## src/rtl/cmos_capture_sequencer.sv

```systemverilog
// Captures RGB565 frames from an OV7670-style camera port and writes them to VRAM as
// RGB444 pixels with a linear address. Every camera pin is resynchronized into clk_i.
module cmos_capture_sequencer #(
    parameter int H_PIXELS   = 320,
    parameter int V_LINES    = 240,
    parameter int ADDR_WIDTH = 17
) (
    input  logic                  clk_i,
    input  logic                  reset_i,
    input  logic                  start_i,
    input  logic                  continuous_i,
    input  logic                  pclk_cmos_i,
    input  logic                  vsync_cmos_i,
    input  logic                  href_cmos_i,
    input  logic [7:0]            pixel_data_cmos_i,
    output logic                  wr_en_o,
    output logic [ADDR_WIDTH-1:0] wr_address_o,
    output logic [11:0]           wr_data_o,
    output logic                  busy_o,
    output logic                  frame_done_o,
    output logic                  error_o
);

    localparam int COL_W  = ($clog2(H_PIXELS + 2) > 9) ? $clog2(H_PIXELS + 2) : 9;
    localparam int LINE_W = ($clog2(V_LINES + 2) > 8) ? $clog2(V_LINES + 2) : 8;
    localparam logic [COL_W-1:0]  H_MAX = COL_W'(H_PIXELS);
    localparam logic [LINE_W-1:0] V_MAX = LINE_W'(V_LINES);

    typedef enum logic [1:0] {
        ST_IDLE,
        ST_WAIT_FRAME,
        ST_CAPTURE
    } state_e;

    state_e state_q, state_d;

    logic       pclkS1_q, pclkS2_q, pclkS3_q;
    logic       vsyncS1_q, vsyncS2_q, vsyncS3_q;
    logic       hrefS1_q, hrefS2_q, hrefS3_q;
    logic [7:0] dataS1_q, dataS2_q;

    logic                  pclkRise, vsyncRise, vsyncFall, hrefFall;

    logic [COL_W-1:0]      col_q, col_d;
    logic [LINE_W-1:0]     line_q, line_d;
    logic [ADDR_WIDTH-1:0] addr_q, addr_d;
    logic                  phase_q, phase_d;
    logic [6:0]            hiBits_q, hiBits_d;
    logic                  wrEn_q, wrEn_d;
    logic [ADDR_WIDTH-1:0] wrAddr_q, wrAddr_d;
    logic [11:0]           wrData_q, wrData_d;
    logic                  busy_q, busy_d;
    logic                  frameDone_q, frameDone_d;
    logic                  error_q, error_d;

    // Two flops for metastability, a third on the control lines for edge detection.
    always_ff @(posedge clk_i or posedge reset_i) begin
        if (reset_i) begin
            pclkS1_q  <= 1'b0;
            pclkS2_q  <= 1'b0;
            pclkS3_q  <= 1'b0;
            vsyncS1_q <= 1'b0;
            vsyncS2_q <= 1'b0;
            vsyncS3_q <= 1'b0;
            hrefS1_q  <= 1'b0;
            hrefS2_q  <= 1'b0;
            hrefS3_q  <= 1'b0;
            dataS1_q  <= 8'h00;
            dataS2_q  <= 8'h00;
        end else begin
            pclkS1_q  <= pclk_cmos_i;
            pclkS2_q  <= pclkS1_q;
            pclkS3_q  <= pclkS2_q;
            vsyncS1_q <= vsync_cmos_i;
            vsyncS2_q <= vsyncS1_q;
            vsyncS3_q <= vsyncS2_q;
            hrefS1_q  <= href_cmos_i;
            hrefS2_q  <= hrefS1_q;
            hrefS3_q  <= hrefS2_q;
            dataS1_q  <= pixel_data_cmos_i;
            dataS2_q  <= dataS1_q;
        end
    end

    assign pclkRise  = pclkS2_q & ~pclkS3_q;
    assign vsyncRise = vsyncS2_q & ~vsyncS3_q;
    assign vsyncFall = ~vsyncS2_q & vsyncS3_q;
    assign hrefFall  = ~hrefS2_q & hrefS3_q;

    always_ff @(posedge clk_i or posedge reset_i) begin
        if (reset_i) begin
            state_q <= ST_IDLE;
        end else begin
            state_q <= state_d;
        end
    end

    always_comb begin
        state_d = state_q;
        case (state_q)
            ST_IDLE: begin
                if (start_i) begin
                    state_d = ST_WAIT_FRAME;
                end
            end
            ST_WAIT_FRAME: begin
                if (vsyncFall) begin
                    state_d = ST_CAPTURE;
                end
            end
            ST_CAPTURE: begin
                if (vsyncRise) begin
                    state_d = continuous_i ? ST_WAIT_FRAME : ST_IDLE;
                end
            end
            default: state_d = ST_IDLE;
        endcase
    end

    // Event priority inside CAPTURE: frame end, frame restart, line end, then byte.
    always_comb begin
        col_d       = col_q;
        line_d      = line_q;
        addr_d      = addr_q;
        phase_d     = phase_q;
        hiBits_d    = hiBits_q;
        wrEn_d      = 1'b0;
        wrAddr_d    = wrAddr_q;
        wrData_d    = wrData_q;
        busy_d      = (state_q != ST_IDLE);
        frameDone_d = 1'b0;
        error_d     = error_q;
        case (state_q)
            ST_IDLE: begin
                if (start_i) begin
                    error_d = 1'b0;
                end
            end
            ST_WAIT_FRAME: begin
                if (vsyncFall) begin
                    col_d    = '0;
                    line_d   = '0;
                    addr_d   = '0;
                    phase_d  = 1'b0;
                    wrAddr_d = '0;
                end
            end
            ST_CAPTURE: begin
                if (vsyncRise) begin
                    if (line_q != V_MAX) begin
                        error_d = 1'b1;
                    end
                    frameDone_d = 1'b1;
                end else if (vsyncFall) begin
                    col_d    = '0;
                    line_d   = '0;
                    addr_d   = '0;
                    phase_d  = 1'b0;
                    wrAddr_d = '0;
                    error_d  = 1'b1;
                end else if (hrefFall) begin
                    if (col_q != H_MAX) begin
                        error_d = 1'b1;
                    end
                    if (line_q != '1) begin
                        line_d = line_q + 1'b1;
                    end
                    col_d   = '0;
                    phase_d = 1'b0;
                end else if (pclkRise && hrefS2_q) begin
                    if (!phase_q) begin
                        hiBits_d = {dataS2_q[7:4], dataS2_q[2:0]};
                        phase_d  = 1'b1;
                    end else begin
                        phase_d = 1'b0;
                        if (col_q != '1) begin
                            col_d = col_q + 1'b1;
                        end
                        // Out-of-window pixels are dropped so the address never wraps.
                        if ((col_q < H_MAX) && (line_q < V_MAX)) begin
                            wrEn_d   = 1'b1;
                            wrAddr_d = addr_q;
                            wrData_d = {hiBits_q, dataS2_q[7], dataS2_q[4:1]};
                            addr_d   = addr_q + 1'b1;
                        end
                    end
                end
            end
            default: ;
        endcase
    end

    always_ff @(posedge clk_i or posedge reset_i) begin
        if (reset_i) begin
            col_q       <= '0;
            line_q      <= '0;
            addr_q      <= '0;
            phase_q     <= 1'b0;
            hiBits_q    <= '0;
            wrEn_q      <= 1'b0;
            wrAddr_q    <= '0;
            wrData_q    <= '0;
            busy_q      <= 1'b0;
            frameDone_q <= 1'b0;
            error_q     <= 1'b0;
        end else begin
            col_q       <= col_d;
            line_q      <= line_d;
            addr_q      <= addr_d;
            phase_q     <= phase_d;
            hiBits_q    <= hiBits_d;
            wrEn_q      <= wrEn_d;
            wrAddr_q    <= wrAddr_d;
            wrData_q    <= wrData_d;
            busy_q      <= busy_d;
            frameDone_q <= frameDone_d;
            error_q     <= error_d;
        end
    end

    assign wr_en_o      = wrEn_q;
    assign wr_address_o = wrAddr_q;
    assign wr_data_o    = wrData_q;
    assign busy_o       = busy_q;
    assign frame_done_o = frameDone_q;
    assign error_o      = error_q;

endmodule

```

## config.mk

```make
export PLATFORM = sky130hd
export DESIGN_NAME = cmos_capture_sequencer
export DESIGN_NICKNAME = d
export VERILOG_FILES = /design/src/rtl/cmos_capture_sequencer.sv
export SDC_FILE = /design/constraint.sdc
export NUM_CORES = 1
export LEC_CHECK = 0
export BUFFER_PORTS_ARGS = -buffer_cell sky130_fd_sc_hd__buf_2
export CAP_MARGIN = 5
export CORE_MARGIN = 8
export CORE_UTILIZATION = 56
export CTS_CLUSTER_DIAMETER = 50
export CTS_CLUSTER_SIZE = 40
export DETAILED_ROUTE_END_ITERATION = 10
export GPL_TIMING_DRIVEN = 0
export PLACE_DENSITY_LB_ADDON = 0.05
export RECOVER_POWER = 25
export SETUP_SLACK_MARGIN = 0.05
export SYNTH_ARGS = -nofsm -noshare
export SYNTH_HDL_FRONTEND = slang
export SYNTH_SLANG_ARGS = --single-unit
```

## constraint.sdc

```tcl
create_clock -name clk_i -period 8.2 [get_ports clk_i]
set_input_delay 0.41 -clock clk_i [delete_from_list [all_inputs] [get_ports clk_i]]
set_output_delay 0.41 -clock clk_i [all_outputs]
set_load 0.02 [all_outputs]
```

# Word-level counts from Yosys, hierarchy flattened
# Index checks and enable logic that the tools add are counted.
[classes]
n_eq_ne = 22
add_sub_neg = 3
n_mux = 57
order_cmp = 2
reduce_logical = 14
bitwise_logic = 12
[ops]
columns = ["op", "n"]
rows = [
  ["$mux W17", 13],
  ["$pmux W17 S2", 2],
  ["$mux W9", 7],
  ["$mux W8", 5],
  ["$mux W1", 22],
  ["$ne A3 B3 Y1 const B", 7],
  ["$ne A4 B4 Y1 const B", 5],
  ["$ne A9 B9 Y1 const B", 2],
  ["$pmux W9 S2", 1],
  ["$add A17 B1 Y17 const B", 1],
  ["$ne A8 B8 Y1 const B", 2],
  ["$pmux W8 S2", 1],
  ["$reduce_and A7 Y1", 2],
  ["$reduce_and A6 Y1", 2],
  ["$reduce_and A5 Y1", 2],
  ["$add A9 B1 Y9 const B", 1],
  ["$lt A9 B9 Y1 const B", 1],
  ["$add A8 B1 Y8 const B", 1],
  ["$lt A8 B8 Y1 const B", 1],
  ["$ne A2 B2 Y1 const B", 4],
  ["$not A1 Y1", 8],
  ["$mux W2", 3],
  ["$pmux W2 S3", 1],
  ["$reduce_bool A2 Y1", 3],
  ["other kinds (8)", 13],
]
[word_totals]
ff_bits = 102
word_cells = 133
output_inout_bits = 33

# Logic depth before layout (Yosys ltp)
# Gate-level depths: netlist of the first run.
[depth]
depth_word = 9
depth_mapped = 9
ltp_nobuf = 8

# Worst setup path before layout of the first run
# OpenSTA, ideal clock, no wires.
[synth_timing]
path_kind = "register to register"
start = "register col_q[0]"
end = "register col_q[7]"
arrival_time_ps = 1953
stages_incl_launch_ff = 9
synth_period_minus_slack_ps = 2033
setup_slack_ps = 6167
setup_ps = 79
path_buffers = 0
cell_sequence = "dfrtp_1 -> ha_1 -> nand3_1 -> nor2_1 -> ha_1 -> nor2b_1 -> nand2_1 -> a2111oi_0 -> mux2i_1"
[synth_via]
elab_chain_len = 8
[synth_lines]
columns = ["element", "line", "rtl"]
rows = [
  ["from (decl)", "44", "logic [COL_W-1:0] col_q, col_d;"],
  ["from (signal assigned)", "207", "col_q <= col_d;"],
  ["$add A9 B1 Y9", "177", "col_d = col_q + 1'b1;"],
  ["$mux W9", "176", "if (col_q != '1) begin"],
  ["$mux W9", "171", "if (!phase_q) begin"],
  ["$mux W9", "170", "end else if (pclkRise && hrefS2_q) begin"],
  ["$mux W9", "161", "end else if (hrefFall) begin"],
  ["$mux W9", "154", "end else if (vsyncFall) begin"],
  ["$mux W9", "149", "if (vsyncRise) begin"],
  ["$pmux W9 S2", "133", "case (state_q)"],
]
# Parallel ways exist; a longest one is shown, timed or not. The select of a mux whose other input is x is not followed.
# A chain may end at the register's enable or synchronous reset.

# Worst setup path after layout of the first run
[layout_timing]
start = "register state_q[0]"
end = "register line_q[5]"
[layout_via]
elab_chain_len = 3
[layout_lines]
columns = ["element", "line", "rtl"]
rows = [
  ["from (decl)", "35", "state_e state_q, state_d;"],
  ["from (signal assigned)", "94", "state_q <= state_d;"],
  ["$eq A2 B2 Y1 or $eq A2 B1 Y1 (tied branches)", "133", ""],
  ["$ne A3 B3 Y1 (no source line) (tied with other cells)", "n/a", ""],
  ["$reduce_and A5 Y1 (no source line)", "n/a", ""],
  ["to (signal assigned)", "208", "line_q <= line_d;"],
  ["to (decl)", "45", "logic [LINE_W-1:0] line_q, line_d;"],
]
# Parallel ways exist; a longest one is shown, timed or not.

==> results of run 1 <==
## cells by family after synthesis
family	count (synthesis)	synth area share, %
mux	38	9.81
buf+inv	35	3.25
flops	102	56.7
simple gates	130	16.3
compound gates	64	10.6
fa+ha+maj	12	3.33
## worst max-delay path by stage
stage                     slack, ns              startpoint                     to  depth (start not counted)
final                          5.68  state_q[0]$_DFFE_PP0P_  line_q[5]$_DFFE_PP0P_                          8
after global routing           5.45  state_q[0]$_DFFE_PP0P_  line_q[5]$_DFFE_PP0P_                          8
after CTS                      5.69  state_q[0]$_DFFE_PP0P_  line_q[5]$_DFFE_PP0P_                          8
after detailed placement       5.71  state_q[0]$_DFFE_PP0P_  line_q[5]$_DFFE_PP0P_                          8
after global placement         4.03                 reset_i       busy_o$_DFF_PP0_                          2
after floorplan                5.11                 reset_i  addr_q[0]$_DFFE_PP0P_                          1
## flip-flops by register name, indices dropped and copies added, names as in the netlist, 2 cells and up
signal	count
addr_q	17
wr_address_o	17
wr_data_o	12
col_q	9
dataS1_q	8
dataS2_q	8
line_q	8
hiBits_q	7
state_q	2
## cells in the final DEF (no fill, tap or decap), types with 10 or more instances in the layout
master    instances
or4_1            12
ha_1             12
o21ai_0          10
mux2i_1          16
nand3_1          15
nand2_1          30
clkbuf_8         10
inv_1            18
a22o_1           23
a21oi_1          10
mux2_2           13
nand2b_1         16
nor4_1           10
buf_2            53
nand4_1          12
dfrtp_1         102
## cell usage after synthesis (all sizes together), types with 2 or more instances
cell type and count:
dfrtp 102, nand2 30, a22o 23, mux2 22
inv 19, mux2i 16, nand2b 16, nand3 15
ha 12, nand4 12, or4 12, a21oi 10
nor4 10, o21ai 10, buf 9, nor2 8
clkbuf 7, nor3 7, o31ai 5, and3 4
and4 3, nor2b 3, o211ai 3, and2 2
o211a 2, o41ai 2, or3 2
## per-layer routing
metal | global-route usage (%) | vias up
met2 | 26.6 | 77
met1 | 21.5 | 1572
met3 | 3.35 | 13
met5 | 0 | -
met4 | 6.63 | 0
li1 | - | 1521
## layout make-up
class	count	area [µm²]	share of cell area, %
flip-flops and latches	102	2550	49.7
clock inverters	6	97.6	1.90
clock buffers	10	138	2.68
multi-input cells	244	1810	35.2
plain buffers	16	75.1	1.46
inverters	19	72.6	1.41
well taps	102	128	2.49
repair buffers	48	263	5.12
## worst register-to-register path, cell delays in order (launching register included)
cell,delay (ns)
dfrtp_1,0.42
inv_1,0.10
ha_1,0.31
nand2_1,0.22
nand4_1,0.29
clkbuf_1,0.42
clkbuf_1,0.45
nand2_1,0.10
mux2i_1,0.14
## power groups by stage
stage	Clock (µW)	Combinational, µW	Sequential (µW)
finish	364	335	553
global route	390	373	557
CTS	370	339	553
detailed placement	0	336	564
global placement	0	330	561
floorplan	0	239	566
## per-stage QoR
step / instance area (µm²) / utilization (%)
after floorplan: 4500 / -
after global routing: 5130 / 66.1
after global placement: 4870 / 62.7
after CTS: 5130 / 66.1
after detailed placement: 4900 / 63.0
final: 5130 / 66.1
==> impl_metrics.toml, run 1 <==
[timing]
tightest_slew_ns = 1.58
timing.hold.ws_ns = 0.141
slew_violations = 35
hold_viol_final = 0
max_freq_mhz = 396
slew_headroom_pct = -5.97
rsz0062_at_grt = "no"
period_needed_ns = 2.52
post-route-period-util_pct = 30.8
fin_ws_ns = 5.68
finClkSkew_ns = 0.0130
tns_ns = 0
final-setup-viol-count = 0

[synthesis]
postSynthAreaPerCell_um2 = 11.8
netlist_instances = 381
synth-warning-count = 0
synth_edf_count = 0
synth_ff_type = "dfrtp_1"
yosys_register_bits = 102
async_reset_ff_share_pct = 100
synth_top_cell_area_share_pct = 56.7
syn_area_um2 = 4500
synthTopCellsByArea = "dfrtp_1, a22o_1, mux2i_1"
synth_seq_area_share_pct = 56.7
syn_nets = 408
synth_cell_types = 47
synth_area_leader_cell = "dfrtp_1"

[layout]
area.growth.synth_to_final_pct = 13.9
fillCellCount = 629
final_cells = 547
num_antenna_cells = 0
layout.nets = 467
drive_gt1_share_pct = 22.0

[placement]
place_ws_ns = 5.71
gp_congestion = 0.915
dp_cells = 531
dpl.hpwl_mm = 6.37
io_buffers = 47

[power_and_ir_drop]
p_per_area_nw_per_um2 = 244
peakVddDrop_uv = 175
p_seq_share_pct = 44.2
pwr-share-comb_pct = 26.8
power_uw = 1250
pwr-share-clk_pct = 29.1
cellLeakagePower_uw = 0.00246
p_sw_uw = 424
intPower_uw = 828
switching_share_pct = 33.9

[floorplan]
start_util_pct = 58.0
die_h_um = 106
dieArea_um2 = 11200
io_pins = 48
num_rows = 32
coreArea_um2 = 7770
die_width_um = 106

[route]
wl_met1_mm = 4.23
top_layer_used = "met4"
wl_per_cell_um = 16.3
num_vias = 3183
vias_per_cell = 5.82
met3_length_um = 389
totalWireLength_mm = 8.90
drc = 0
drt_iter0_markers = 189
drt.antenna.violating_nets = 0
wl_met2_mm = 4.15
drt_pass1_iterations = 4

[critical_path]
path_class = "reg2reg"
crit_family = "buffers and inverters"
crit_path_top_delay_cell = "clkbuf_1"
reg2regPathDepth = 8
start_kind = "flop"
worstSetupEndpointType = "flop"
critPathArrivalTime_ns = 2.81
cp_max_fo = 10
timing.rr.end = "line_q[5]$_DFFE_PP0P_"
critical_path_required_ns = 8.48
crit_chain = "inv_1 > ha_1 > nand2_1 > nand4_1 > clkbuf_1 > clkbuf_1 > nand2_1 > mux2i_1"
timing.rr.start = "state_q[0]$_DFFE_PP0P_"
rrSetupSlack_ns = 5.68
crit_path_max_incr_delay_ns = 0.45
crit_buf_inv = 3

[clocking]
tritoncts = "done"
clockBufferDepth = 2
clk_pin_slew_worst_paths_ns = 0.10
post_cts_buffers = 0
cts_max_level = 3
numClockSinks = 102
numCtsBuffers = 9
cts_root_buf = "clkbuf_8"
insertion_delay_ns = 0.37
cts.repair.resized = 0
hold_buffers = 0

[global_route]
grt_max_degree = 69
grt_pass1_wl_mm = 15.2
grt_pass1_vias = 3114
grt_remaining_overflow = 0
grtUsageTotal_pct = 16.6
antenna_found_initial = 0

[status]
failed_checks = "max-capacitance violations, max-slew violations"
status = "finished, violations left"

[min_path]
min_to = "dataS1_q[6]$_DFF_PP0_"
hold_path_class = "in2reg"
hold_start = "pixel_data_cmos_i[6]"
worstHoldPathCells = 1

[flow_run]
maxCapViolCount = 1
Power figures use the tool's default switching activity.
==> run 2: changes to the inputs <==
==> constraint.sdc (replaced) <==
create_clock -name clk_i -period 2.34 [get_ports clk_i]
set_input_delay 0.117 -clock clk_i [delete_from_list [all_inputs] [get_ports clk_i]]
set_output_delay 0.117 -clock clk_i [all_outputs]
set_load 0.02 [all_outputs]
==> run 2 against run 1 <==
The flow now finishes without violations. Utilization rose by 2.3 points. Flip-flop and latch count did not move. Highest routed layer unchanged. Largest cell class unchanged. Fmax grew 15%.
==> impl_metrics.toml, run 2 (synthesized netlist as in run 1, its figures left out) <==
[status]
status = "completed"

[layout]
final_cells = 563
multiInputGateArea_um2 = 1840
layout.nets = 483
seqCellArea_um2 = 2550
fillCellCount = 591
drive_gt1_share_pct = 23.0
final_common_cell = "dfrtp_1"
final_area_um2 = 5310
area.growth.synth_to_final_pct = 17.9
layout_common_cells = "dfrtp_1, buf_2, nand2_1"
num_antenna_cells = 0

[critical_path]
rrSetupSlack_ns = 0.15
start_kind = "flop"
crit_chain = "inv_1 > ha_1 > nand2b_1 > nand3_1 > clkbuf_2 > nor4_1 > mux2i_1"
critPathCapture = "addr_q[9]$_DFFE_PP0P_"
critPathArrivalTime_ns = 2.48
crit_start = "state_q[1]$_DFFE_PP0P_"
timing.rr.start = "state_q[1]$_DFFE_PP0P_"
worstSetupEndpointType = "flop"
cp_max_fo = 10
timing.rr.end = "addr_q[9]$_DFFE_PP0P_"
path_class = "reg2reg"
critical_path_required_ns = 2.63
crit_path_max_incr_delay_ns = 0.43
crit_path_top_delay_cell = "dfrtp_1"
reg2regPathDepth = 7

[floorplan]
io_pins = 48
die_h_um = 106
start_util_pct = 58.0
die_width_um = 106
coreArea_um2 = 7770
dieArea_um2 = 11200
num_rows = 32

[timing]
post-route-period-util_pct = 93.6
rsz0062_at_grt = "yes"
fin_ws_ns = 0.149
slew_headroom_pct = 7.52
period_needed_ns = 2.19
slew_violations = 0
tightest_slew_ns = 1.38
finClkSkew_ns = 0.0196
final-setup-viol-count = 0
max_freq_mhz = 456
hold_viol_final = 0

[global_route]
grt_remaining_overflow = 0
grt_pass1_wl_mm = 15.3
grt_max_degree = 42
grtUsageTotal_pct = 16.6
antenna_found_initial = 0
grt_pass1_vias = 3195

[clocking]
tritoncts = "done"
cts_max_level = 3
numCtsBuffers = 9
clk_pin_slew_worst_paths_ns = 0.10
insertion_delay_ns = 0.37
clockBufferDepth = 2
cts_root_buf = "clkbuf_8"
numClockSinks = 102

[placement]
place_ws_ns = -0.156
dp_cells = 532
postPlaceCellArea_um2 = 4910
gp_congestion = 0.893
dpl.hpwl_mm = 6.31
io_buffers = 47

[power_and_ir_drop]
p_per_area_nw_per_um2 = 826
cellLeakagePower_uw = 0.00252
peakVddDrop_uv = 596
power_uw = 4380

[flow_run]
maxCapViolCount = 0

[route]
vias_per_cell = 5.78
drt_iter0_markers = 182
num_vias = 3253
drt_pass1_iterations = 4
drc = 0
wl_per_cell_um = 15.9
totalWireLength_mm = 8.94
drt.antenna.violating_nets = 0

[min_path]
hold_start = "start_i"
hold_path_class = "in2reg"
==> run 2: cell count changes in the layout (fill, tap and decap cells not counted), moves of 2 or more <==
cell,before,now
clkbuf_2,0,4
dlygate4sd3_1,0,12
buf_4,0,3
buf_12,0,2
buf_2,53,44
clkbuf_1,7,9
clkbuf_4,0,3
==> run 2: power by group <==
group / internal [µW] / leakage (µW) / switching, µW / total (µW)
combinational: 436 / 0.00105 / 832 / 1270
sequential: 1870 / 0.00135 / 66.2 / 1940
clock: 523 / 0.000110 / 652 / 1170
total: 2830 / 0.00252 / 1550 / 4380
==> run 2: layout make-up <==
| type | count | area share (%) |
|---|---|---|
| Inverter | 19 | 1.37 |
| Clock inverter | 7 | 1.72 |
| Timing Repair Buffer | 64 | 7.73 |
| Sequential cell | 102 | 48.1 |
| Clock buffer | 9 | 2.33 |
| Buffer | 16 | 1.65 |
| Multi-Input combinational cell | 244 | 34.7 |
| Tap cell | 102 | 2.40 |
==> run 2: timing repair <==
action,in CTS,in global routing
endpoints found under the hold margin,38,0
resized for setup,7,10
hold buffers,12,0
buffers inserted,1,2
pin swaps,0,1
setup endpoints to repair,27,23
==> run 2: metrics by stage <==
stage | hold WS [ns] | TNS [ns] | util [%]
global placement | 0.225 | -1.05 | 62.7
finish | 0.0936 | 0 | 68.4
floorplan | 0.148 | 0 | -
CTS | 0.0877 | 0 | 67.9
detailed placement | 0.227 | -1.45 | 63.2
global route | 0.136 | 0 | 68.4
==> run 2: worst min path at each step <==
stage | end | cells after the start
2_1_floorplan | dataS1_q[0]$_DFF_PP0_ | 0
3_3_place_gp | dataS1_q[5]$_DFF_PP0_ | 1
3_5_place_dp | dataS1_q[3]$_DFF_PP0_ | 1
4_1_cts | error_o$_DFFE_PP0P_ | 3
5_1_grt | error_o$_DFFE_PP0P_ | 3
6_report | error_o$_DFFE_PP0P_ | 3
==> run 2: critical path, delay by kind of cell (launching register included) <==
| family | cells | cell delay, ns |
|---|---|---|
| flops | 1 | 0.43 |
| mux | 1 | 0.21 |
| simple gates | 3 | 0.89 |
| fa+ha+maj | 1 | 0.20 |
| buf+inv | 2 | 0.39 |
==> run 2: routing by layer <==
metal	up-vias	GRT usage [%]	part of all wire, %
li1	1558	-	-
met1	1597	21.6	46
met5	-	0	0
met2	86	26.9	47
met4	0	4.52	1.0
met3	12	4.14	5.2
